==> src/rtl/octree_bfs_pkg.sv <==
// Constants, branch-entry layout and FSM state encoding shared by the octree
// BFS serializer/decoder blocks.
package octree_bfs_pkg;

  localparam int BRANCH_WIDTH = 152;
  localparam int BURST_SIZE   = 64;
  localparam int ADDR_SIZE    = 9;
  localparam int CHILD_W      = 16;
  localparam int TAIL_W       = 24;
  localparam int CHILD_VEC_W  = 8 * CHILD_W;

  localparam logic [15:0] ROOT_ADDR = 16'd2;
  localparam logic [15:0] LEAF_MARK = 16'd1;
  localparam logic [15:0] NULL_ADDR = 16'd0;

  typedef enum logic [1:0] {
    ST_IDLE,
    ST_FETCH,
    ST_DECODE,
    ST_DONE
  } state_t;

  // LSB of child field c inside a full branch entry.
  function automatic int child_lsb(input int c);
    return TAIL_W + CHILD_W * c;
  endfunction

endpackage

==> src/rtl/bfs_child_alloc.sv <==
// Combinational child allocation for one occupancy code: children are numbered
// from next_free in bit-7-first order, or all point at the leaf marker.
module bfs_child_alloc
  import octree_bfs_pkg::*;
(
  input  logic [7:0]             code,
  input  logic [15:0]            next_free,
  input  logic                   leaf,
  output logic [CHILD_VEC_W-1:0] children,
  output logic [3:0]             pop
);

  always_comb begin
    logic [3:0] above;
    children = '0;
    above    = 4'd0;
    for (int c = 7; c >= 0; c--) begin
      if (code[c]) begin
        children[child_lsb(c) - TAIL_W +: CHILD_W] =
          leaf ? LEAF_MARK : (next_free + {12'd0, above});
        above = above + 4'd1;
      end
    end
    pop = above;
  end

endmodule

==> src/rtl/bfs_occ_decoder.sv <==
// Rebuilds the octree branch table from a BFS occupancy-code stream.
// Optional BFS_DEC_ERR_CHECK_EN adds o_err (zero code at branch level / address overflow).
// States: IDLE idle | FETCH wait for a burst word | DECODE one code per cycle | DONE finished
module bfs_occ_decoder
  import octree_bfs_pkg::*;
(
  input  logic                    i_clk,
  input  logic                    i_rst,
  input  logic                    i_start,
  input  logic [3:0]              i_depth,
  input  logic [BURST_SIZE-1:0]   i_occ_word,
  input  logic                    i_occ_valid,
  output logic                    o_occ_ready,
  output logic [BRANCH_WIDTH-1:0] o_dinb,
  output logic [ADDR_SIZE-1:0]    o_addrb,
  output logic                    o_we_b,
  output logic [15:0]             o_branch_count,
  output logic                    o_busy,
  output logic                    o_done
`ifdef BFS_DEC_ERR_CHECK_EN
  ,
  output logic                    o_err
`endif
);

  localparam logic [16:0] MAX_FREE = 17'((1 << ADDR_SIZE) - 1);

  state_t                 state;
  logic [3:0]             depth_q;
  logic [3:0]             level;
  logic [ADDR_SIZE-1:0]   cur_addr;
  logic [15:0]            next_free;
  logic [15:0]            nodes_left;
  logic [15:0]            next_cnt;
  logic [2:0]             byte_idx;
  logic [BURST_SIZE-1:0]  word_q;

  logic [7:0]             code;
  logic                   leaf;
  logic [CHILD_VEC_W-1:0] children;
  logic [3:0]             pop;
  logic [15:0]            next_sum;
  logic                   last_node;
  logic                   finish;
  logic                   overflow;

  // ~byte_idx == 7-byte_idx, so byte 0 is the top byte of the word.
  assign code      = word_q[{~byte_idx, 3'b000} +: 8];
  assign leaf      = (level == depth_q - 4'd1);
  assign next_sum  = next_cnt + {12'd0, pop};
  assign last_node = (nodes_left == 16'd1);
  assign finish    = last_node && (((level + 4'd1) == depth_q) || (next_sum == 16'd0));

`ifdef BFS_DEC_ERR_CHECK_EN
  assign overflow = !leaf && (({1'b0, next_free} + {13'd0, pop}) > MAX_FREE);
`else
  assign overflow = 1'b0;
`endif

  bfs_child_alloc u_child_alloc (
    .code      (code),
    .next_free (next_free),
    .leaf      (leaf),
    .children  (children),
    .pop       (pop)
  );

  always_ff @(posedge i_clk or posedge i_rst) begin
    if (i_rst) begin
      state          <= ST_IDLE;
      depth_q        <= 4'd0;
      level          <= 4'd0;
      cur_addr       <= ADDR_SIZE'(ROOT_ADDR);
      next_free      <= ROOT_ADDR + 16'd1;
      nodes_left     <= 16'd1;
      next_cnt       <= 16'd0;
      byte_idx       <= 3'd0;
      word_q         <= '0;
      o_occ_ready    <= 1'b0;
      o_dinb         <= '0;
      o_addrb        <= '0;
      o_we_b         <= 1'b0;
      o_branch_count <= 16'd0;
      o_busy         <= 1'b0;
      o_done         <= 1'b0;
`ifdef BFS_DEC_ERR_CHECK_EN
      o_err          <= 1'b0;
`endif
    end else begin
      o_we_b <= 1'b0;
      case (state)
        ST_IDLE, ST_DONE: begin
          if (i_start) begin
            depth_q        <= i_depth;
            level          <= 4'd0;
            cur_addr       <= ADDR_SIZE'(ROOT_ADDR);
            next_free      <= ROOT_ADDR + 16'd1;
            nodes_left     <= 16'd1;
            next_cnt       <= 16'd0;
            byte_idx       <= 3'd0;
            o_branch_count <= 16'd0;
            o_done         <= 1'b0;
`ifdef BFS_DEC_ERR_CHECK_EN
            o_err          <= 1'b0;
`endif
            if (i_depth == 4'd0) begin
              state  <= ST_DONE;
              o_done <= 1'b1;
            end else begin
              state       <= ST_FETCH;
              o_occ_ready <= 1'b1;
              o_busy      <= 1'b1;
            end
          end
        end

        ST_FETCH: begin
          if (i_occ_valid) begin
            word_q      <= i_occ_word;
            byte_idx    <= 3'd0;
            o_occ_ready <= 1'b0;
            state       <= ST_DECODE;
          end
        end

        ST_DECODE: begin
          if (overflow) begin
            // Failing entry is dropped; the table is left as written so far.
`ifdef BFS_DEC_ERR_CHECK_EN
            o_err  <= 1'b1;
`endif
            state  <= ST_DONE;
            o_busy <= 1'b0;
            o_done <= 1'b1;
          end else begin
`ifdef BFS_DEC_ERR_CHECK_EN
            if (!leaf && code == 8'd0) o_err <= 1'b1;
`endif
            o_we_b         <= 1'b1;
            o_addrb        <= cur_addr;
            o_dinb         <= {children, {TAIL_W{1'b0}}};
            cur_addr       <= cur_addr + ADDR_SIZE'(1);
            o_branch_count <= o_branch_count + 16'd1;
            if (!leaf) next_free <= next_free + {12'd0, pop};

            if (last_node) begin
              level      <= level + 4'd1;
              nodes_left <= next_sum;
              next_cnt   <= 16'd0;
            end else begin
              nodes_left <= nodes_left - 16'd1;
              next_cnt   <= next_sum;
            end

            if (finish) begin
              state  <= ST_DONE;
              o_busy <= 1'b0;
              o_done <= 1'b1;
            end else if (byte_idx == 3'd7) begin
              state       <= ST_FETCH;
              o_occ_ready <= 1'b1;
            end else begin
              byte_idx <= byte_idx + 3'd1;
            end
          end
        end

        default: state <= ST_IDLE;
      endcase
    end
  end

endmodule
==> config.mk <==
export PLATFORM = sky130hd
export DESIGN_NAME = bfs_occ_decoder
export DESIGN_NICKNAME = d
export VERILOG_FILES = /design/src/rtl/octree_bfs_pkg.sv /design/src/rtl/bfs_child_alloc.sv /design/src/rtl/bfs_occ_decoder.sv
export SDC_FILE = /design/constraint.sdc
export NUM_CORES = 1
export LEC_CHECK = 0
export BUFFER_PORTS_ARGS = -buffer_cell sky130_fd_sc_hd__buf_4
export CAP_MARGIN = 0
export CORE_MARGIN = 3
export CORE_UTILIZATION = 50
export DETAILED_ROUTE_END_ITERATION = 12
export PLACE_DENSITY = 0.7
export SLEW_MARGIN = 20
export SYNTH_ARGS = -nofsm -noshare
export SYNTH_HDL_FRONTEND = slang
export SYNTH_SLANG_ARGS = --single-unit
export TNS_END_PERCENT = 5
==> constraint.sdc <==
create_clock -name i_clk -period 12.8 [get_ports i_clk]
set_input_delay 1.28 -clock i_clk [delete_from_list [all_inputs] [get_ports i_clk]]
set_output_delay 1.28 -clock i_clk [all_outputs]
set_load 0.03 [all_outputs]
==> impl_metrics.py, run 1 <==
metrics = {
    "status": {
        "run_status": "finished clean",
    },
    "critical_path": {
        "critPathKind": "reg2reg",
        "path_delay_family": "compound AO/OA/AOI/OAI gates",
        "critPathCaptureType": "flop",
        "crit_top_cell": "ha_1",
        "cp_num_buf_inv": 1,
        "arrival_ns": 8.75,
        "slowest_delay_ns": 0.94,
        "worstPathMaxFanout": 21,
        "start_kind": "flop",
        "required_ns": 13.25,
        "cp_slowest_cell": "dfrtp_1",
    },
    "placed_design": {
        "gp_congestion": 0.901,
        "hpwl_um": 29700,
        "portBuffers": 228,
    },
    "global_route": {
        "use_met1": 0.367,
        "globalRouteTotalUtil": 0.248,
        "use_met3": 0.0396,
        "grt-ovfl-total": 0,
        "grt_pass1_wl_um": 67100,
        "grt_pass1_vias": 11773,
        "use_met2": 0.384,
        "grt_antenna_before_repair": 0,
        "busiest_layer": "met2",
        "grt_max_degree": 149,
    },
    "logic_synthesis": {
        "yosys.area.top_type": "dfrtp_1",
        "yosysTopAreaCellShare": 0.455,
        "ys_ff_latch": 291,
        "synth-seq-area-share": 0.462,
        "synth_edf_count": 0,
        "synth-warning-count": 0,
        "yosys-top-cells-area": "dfrtp_1 46%, mux2_2 6.1%, o2bb2ai_1 5.7%",
        "synth_area_per_cell_um2": 10.7,
        "synthArstFlopShare": 1.00,
        "syn_inst": 1477,
        "synth_flop_cell": "dfrtp_1",
        "synth_area_um2": 15800,
        "synth_cell_types": 72,
    },
    "final_layout": {
        "mostFrequentLayoutCells": "286 x dfrtp_1, 243 x buf_4, 121 x nor2_1, 108 x nand2_1, 103 x o2bb2ai_1",
        "num-fill-cells": 2526,
        "final_common_cell": "dfrtp_1",
        "drive_gt1_frac": 0.247,
        "multi_input_area_um2": 7870,
        "nets": 1797,
        "regArea_um2": 7290,
        "antennaDiodeCount": 0,
        "area_delta_synth_final_pct": 19.2,
    },
    "floorplan": {
        "start_util": 0.511,
        "rows": 64,
        "num_io_pins": 253,
        "die_area_um2": 33700,
        "fp.dieH_um": 184,
        "core-area_um2": 30800,
        "die_width_um": 184,
    },
    "timing": {
        "fmax_mhz": 121,
        "maxSlewViolCount": 0,
        "finalClockSkew_ns": 0.0249,
        "finalHoldViolCount": 0,
        "relSlewSlack": 0.286,
        "worstMarginPinSlew_ns": 1.07,
        "rsz0062_at_grt": "no",
        "finalSetupTns_ns": 0,
        "setup_violations": 0,
        "period_needed_ns": 8.30,
        "fin_crit_sh": 0.648,
    },
    "routing": {
        "ant_nets": 0,
        "drc": 0,
        "totalWireLength_um": 42100,
        "num_vias": 12027,
        "drtIter0Drc": 757,
        "drtPass1Iterations": 5,
        "wl_per_cell_um": 20.1,
        "viasPerCell": 5.75,
    },
    "clock_network": {
        "numCtsBuffers": 31,
        "htreeDepth": 1,
        "clkTransAtPathRegs_ns": 0.06,
        "clockRootBuffer": "clkbuf_16",
        "clock_latency_ns": 0.58,
        "cts_setup_buffers": 0,
        "cts_resized": 0,
        "cts_buffer_depth": 3,
        "hold_buffers": 0,
        "cts_tree": "done",
        "clock_sinks": 291,
    },
    "worst_hold_path": {
        "hold_path.class": "reg2reg",
    },
    "flow_run": {
        "cap_viol_max_count": 0,
    },
}
[cells by family after synthesis]
group / Yosys count / share of synthesized area
AOI/OAI and AO/OA: 323 / 0.147
and+or+nand+nor: 350 / 0.100
buffers and inverters: 165 / 0.0462
DFF: 291 / 0.462
other: 1 / 0.000238
xor gates and xnor gates: 174 / 0.100
muxes: 115 / 0.0953
adders and majority gates: 58 / 0.0490
[worst register-to-register path: cells and delay by family, from the launching register on]
family	cells	cell delay, ns
DFF	1	0.94
xor gates and xnor gates	4	0.94
buffers and inverters	1	0.11
adders and majority gates	5	1.80
and+or+nand+nor	4	0.83
muxes	5	1.75
AOI/OAI and AO/OA	6	1.82
[flip-flops by register name, summed over array words and instances (netlist names), 2 cells and up]
name / count
o_dinb: 128
word_q: 64
next_cnt: 16
next_free: 16
nodes_left: 16
o_branch_count: 16
cur_addr: 9
o_addrb: 9
depth_q: 4
level: 4
byte_idx: 3
state: 2
[metal layers]
layer / part of all wire / routed length (µm) / up-vias
met3: 0.062 / 2590 / 71
met4: 0.026 / 1100 / 0
met1: 0.46 / 19200 / 5986
met5: 0 / 0 / -
li1: - / - / 5575
met2: 0.46 / 19200 / 395
[synthesized netlist by cell type, types with 4 or more instances]
| library cell | n |
|---|---|
| a21oi_1 | 42 |
| a31oi_1 | 8 |
| o22ai_1 | 7 |
| and3_1 | 6 |
| xnor2_1 | 97 |
| inv_1 | 55 |
| dfstp_2 | 4 |
| nand3_1 | 31 |
| nand2_1 | 109 |
| o21ai_0 | 70 |
| or3_1 | 10 |
| or2_2 | 4 |
| nor2_1 | 122 |
| mux4_2 | 16 |
| a21o_1 | 14 |
| nor4_1 | 5 |
| o31ai_1 | 8 |
| nand2b_1 | 5 |
| buf_4 | 24 |
| a22oi_1 | 4 |
| clkbuf_1 | 66 |
| o21ai_1 | 7 |
| a22o_1 | 22 |
| buf_1 | 9 |
| xor2_1 | 72 |
| fa_1 | 7 |
| o211ai_1 | 9 |
| nand4_1 | 13 |
| and2_1 | 9 |
| ha_1 | 49 |
| mux2i_1 | 11 |
| nor3_1 | 14 |
| mux2_2 | 85 |
| buf_2 | 8 |
| nor2b_1 | 9 |
| o2bb2ai_1 | 103 |
| dfrtp_1 | 287 |
[cell type report]
type / count / area share
Inverter: 56 / 0.0120
Clock buffer: 47 / 0.0471
Clock inverter: 11 / 0.00906
Sequential cell: 291 / 0.388
Timing Repair Buffer: 244 / 0.0986
Multi-Input combinational cell: 1045 / 0.419
Tap cell: 396 / 0.0264
[worst paths after layout]
kind / endpoint / from / slack [ns] / depth (start not counted)
min in group asynchronous: o_dinb[140] / i_rst / 0.77 / 2
max in group asynchronous: o_addrb[2] / i_rst / 10.60 / 3
worst max-delay path: o_occ_ready / byte_idx[1] / 4.50 / 25
worst min register to register: o_dinb[77] / o_dinb[77] / 0.49 / 1
worst min-delay path: o_dinb[77] / o_dinb[77] / 0.49 / 1
worst max register to register: o_occ_ready / byte_idx[1] / 4.50 / 25
[metrics by stage]
stage / std cells / setup WS (ns) / utilization / hold slack [ns] / area [µm²]
5_1_grt: 2090 / 3.76 / 0.609 / 0.501 / 18800
6_report: 2090 / 4.50 / 0.609 / 0.490 / 18800
3_3_place_gp: 2031 / 4.43 / 0.574 / 0.473 / 17700
4_1_cts: 2090 / 4.21 / 0.609 / 0.491 / 18800
2_1_floorplan: 1501 / 3.49 / - / 0.456 / 15900
3_5_place_dp: 2032 / 4.28 / 0.575 / 0.475 / 17700
Power of run 1 is not shown: default switching activity piles up to over one toggle a cycle in this logic, so the estimate is an artifact.
==> inputs of run 2 (changes only) <==
- ABC_AREA: not set -> 1
- clock period: 12.8 -> 7.98 ns (I/O delays scaled with it)
==> run 2 against run 1 <==
Global-route usage grew 0.72 points; critical endpoint is now state[1]; flip-flop and latch count stayed put; via count is 14% higher; sequential share of layout area about the same; non-clock buffer count down 6; register-to-register slack worse by 3.5 ns; die area is 1.4% higher; critical path depth up 18; synthesized area up 1.5%; utilization decreased by 0.48 points; design area hardly changed; wire length is 5.6% higher.
==> impl_metrics.py, run 2 <==
metrics = {
    "routing": {
        "m1WireLength_um": 19800,
        "wl_per_cell_um": 17.8,
        "ant_nets": 0,
        "drc": 0,
        "num_vias": 13659,
        "drtIter0Drc": 1019,
        "routed-wl-met3_um": 2970,
        "totalWireLength_um": 44500,
        "viasPerCell": 5.48,
        "drtPass1Iterations": 5,
        "maxUsedRoutingLayer": "met4",
        "wl_met2_um": 20600,
    },
    "placed_design": {
        "gp_congestion": 0.954,
        "hpwl_um": 33000,
        "portBuffers": 228,
    },
    "critical_path": {
        "worstPathMaxFanout": 23,
        "cp_num_buf_inv": 5,
        "crit_top_cell": "nand2_1",
        "slowest_delay_ns": 0.64,
        "path_delay_family": "simple AND/OR/NAND/NOR gates",
        "arrival_ns": 7.47,
        "critPathLaunch": "byte_idx[1]",
        "required_ns": 8.43,
        "start_kind": "flop",
        "worstReg2RegEnd": "state[1]",
        "reg2reg_depth": 43,
        "reg2reg_slack_ns": 0.96,
        "r2r_start": "byte_idx[1]",
        "critPathCaptureType": "flop",
        "cp_slowest_cell": "dfrtp_1",
        "critPathKind": "reg2reg",
    },
    "final_layout": {
        "area_delta_synth_final_pct": 17.4,
        "mostFrequentLayoutCells": "425 x nand2_1, 287 x dfrtp_1, 238 x buf_4, 181 x o21ai_0, 154 x inv_1",
        "multi_input_area_um2": 7660,
        "largest_reg_flops": 128,
        "final_common_cell": "nand2_1",
        "drive_gt1_frac": 0.201,
        "top_register": "o_dinb",
        "antennaDiodeCount": 0,
        "regArea_um2": 7290,
        "num-fill-cells": 2719,
        "reg_top3": "o_dinb: 128 flops, word_q: 64 flops",
        "nets": 2208,
    },
    "global_route": {
        "grt_pass1_vias": 13381,
        "grt_antenna_before_repair": 0,
        "grt-ovfl-total": 0,
        "globalRouteTotalUtil": 0.255,
        "grt_max_degree": 95,
        "grt_pass1_wl_um": 70800,
    },
    "floorplan": {
        "die_area_um2": 34200,
        "core-area_um2": 31100,
        "fp.dieH_um": 185,
        "num_io_pins": 253,
        "start_util": 0.515,
        "rows": 64,
        "die_width_um": 185,
    },
    "status": {
        "run_status": "finished clean",
    },
    "clock_network": {
        "clkTransAtPathRegs_ns": 0.06,
        "clockRootBuffer": "clkbuf_16",
        "cts_resized": 0,
        "cts_setup_buffers": 0,
        "numCtsBuffers": 30,
        "hold_buffers": 0,
        "clock_sinks": 291,
        "cts_buffer_depth": 3,
        "htreeDepth": 1,
        "clock_latency_ns": 0.58,
        "cts_tree": "done",
    },
    "timing": {
        "fmax_mhz": 142,
        "maxSlewViolCount": 0,
        "rsz0062_at_grt": "no",
        "worstMarginPinSlew_ns": 1.17,
        "setup_violations": 0,
        "period_needed_ns": 7.02,
        "relSlewSlack": 0.212,
        "finalClockSkew_ns": 0.0229,
        "finalSetupTns_ns": 0,
        "fin_crit_sh": 0.880,
        "finalHoldViolCount": 0,
    },
    "pwr": {
        "leakagePower_nw": 8.93,
        "irDropWorstVdd_uv": 274,
        "fin_total_pwr_mw": 8.46,
        "power-per-cell-area_nw_per_um2": 450,
    },
    "logic_synthesis": {
        "synth_area_um2": 16000,
        "syn_inst": 1879,
        "synth_cell_types": 55,
        "yosysTopAreaCellShare": 0.449,
        "synth_top_family_by_area": "simple AND/OR/NAND/NOR gates",
        "ys_ff_latch": 291,
        "muxShareOfSynthArea": 0.0408,
        "synthArstFlopShare": 1.00,
        "synth_compound_area_frac": 0.126,
        "synthAdderAreaFrac": 0.0478,
        "synth_area_per_cell_um2": 8.51,
        "yosys.area.top_type": "dfrtp_1",
        "synth_common_cells": "426 x nand2_1, 287 x dfrtp_1, 181 x o21ai_0, 155 x inv_1, 134 x nor2_1",
        "synth_edf_count": 0,
        "synth-seq-area-share": 0.455,
        "synth-simple-area-share": 0.208,
        "synth_flop_cell": "dfrtp_1",
        "synth.most_common_cell": "nand2_1",
        "yosys-top-cells-area": "dfrtp_1 45%, nand2_1 10%, o21ai_0 5.7%",
        "synth_xor_area_frac": 0.0504,
        "synth-warning-count": 0,
    },
    "worst_hold_path": {
        "hold_path.class": "in2async",
    },
    "flow_run": {
        "cap_viol_max_count": 0,
    },
}
==> run 2: cell types whose count changed after synthesis, sizes merged, moves of 18 or more <==
cell and delta:
mux4 -18, a22o -21, clkbuf -19, nor2 +22, o2bb2ai -103, mux2 -27, nor3 +19, inv +111
a21oi +30, nand2 +343, nand3 +75, xnor2 -92, o21ai +123
==> run 2: worst max path at each step <==
stage,end,cells after the start
final,state[1],43
after global routing,state[0],43
after CTS,byte_idx[2],43
after detailed placement,byte_idx[2],43
after global placement,state[1],43
after floorplan,o_busy,47
==> run 2: per-stage QoR <==
step | setup WS [ns] | cell area (µm²) | hold WS, ns | utilization | std cells
3_3_place_gp | 1.16 | 17900 | 0.468 | 0.576 | 2444
4_1_cts | 0.950 | 18800 | 0.229 | 0.605 | 2494
2_1_floorplan | 1.69 | 16100 | 0.459 | - | 1903
3_5_place_dp | 0.967 | 17900 | 0.466 | 0.576 | 2444
5_1_grt | 0.235 | 18800 | 0.255 | 0.605 | 2494
6_report | 0.956 | 18800 | 0.232 | 0.605 | 2494
==> run 2: kinds of logic (layout without fill, tap and decap cells) <==
group	Yosys count	in the layout
buf+inv	266	461
mux	58	58
flops	291	291
compound gates	353	353
simple gates	761	761
xor+xnor	92	92
fa+ha+maj	57	57
other cells	1	25
==> run 2: per-layer routing <==
metal	vias to the layer above	GRT usage
li1	6561	-
met1	6528	0.361
met2	494	0.417
met3	76	0.0361
met4	0	0.0666
met5	-	0
==> run 2: cell type report <==
cell class | count | area share
Clock buffer | 44 | 0.0449
Clock inverter | 6 | 0.00293
Inverter | 173 | 0.0349
Multi-Input combinational cell | 1346 | 0.408
Sequential cell | 291 | 0.388
Tap cell | 396 | 0.0264
Timing Repair Buffer | 238 | 0.0951
==> run 2: power breakdown <==
| part | total [mW] | switching, mW | internal, mW |
|---|---|---|---|
| combinational | 5.02 | 3.24 | 1.78 |
| sequential | 2.12 | 0.297 | 1.83 |
| clock | 1.31 | 0.582 | 0.727 |
| total | 8.46 | 4.12 | 4.33 |
No activity file was read; power rests on OpenSTA's default activity.
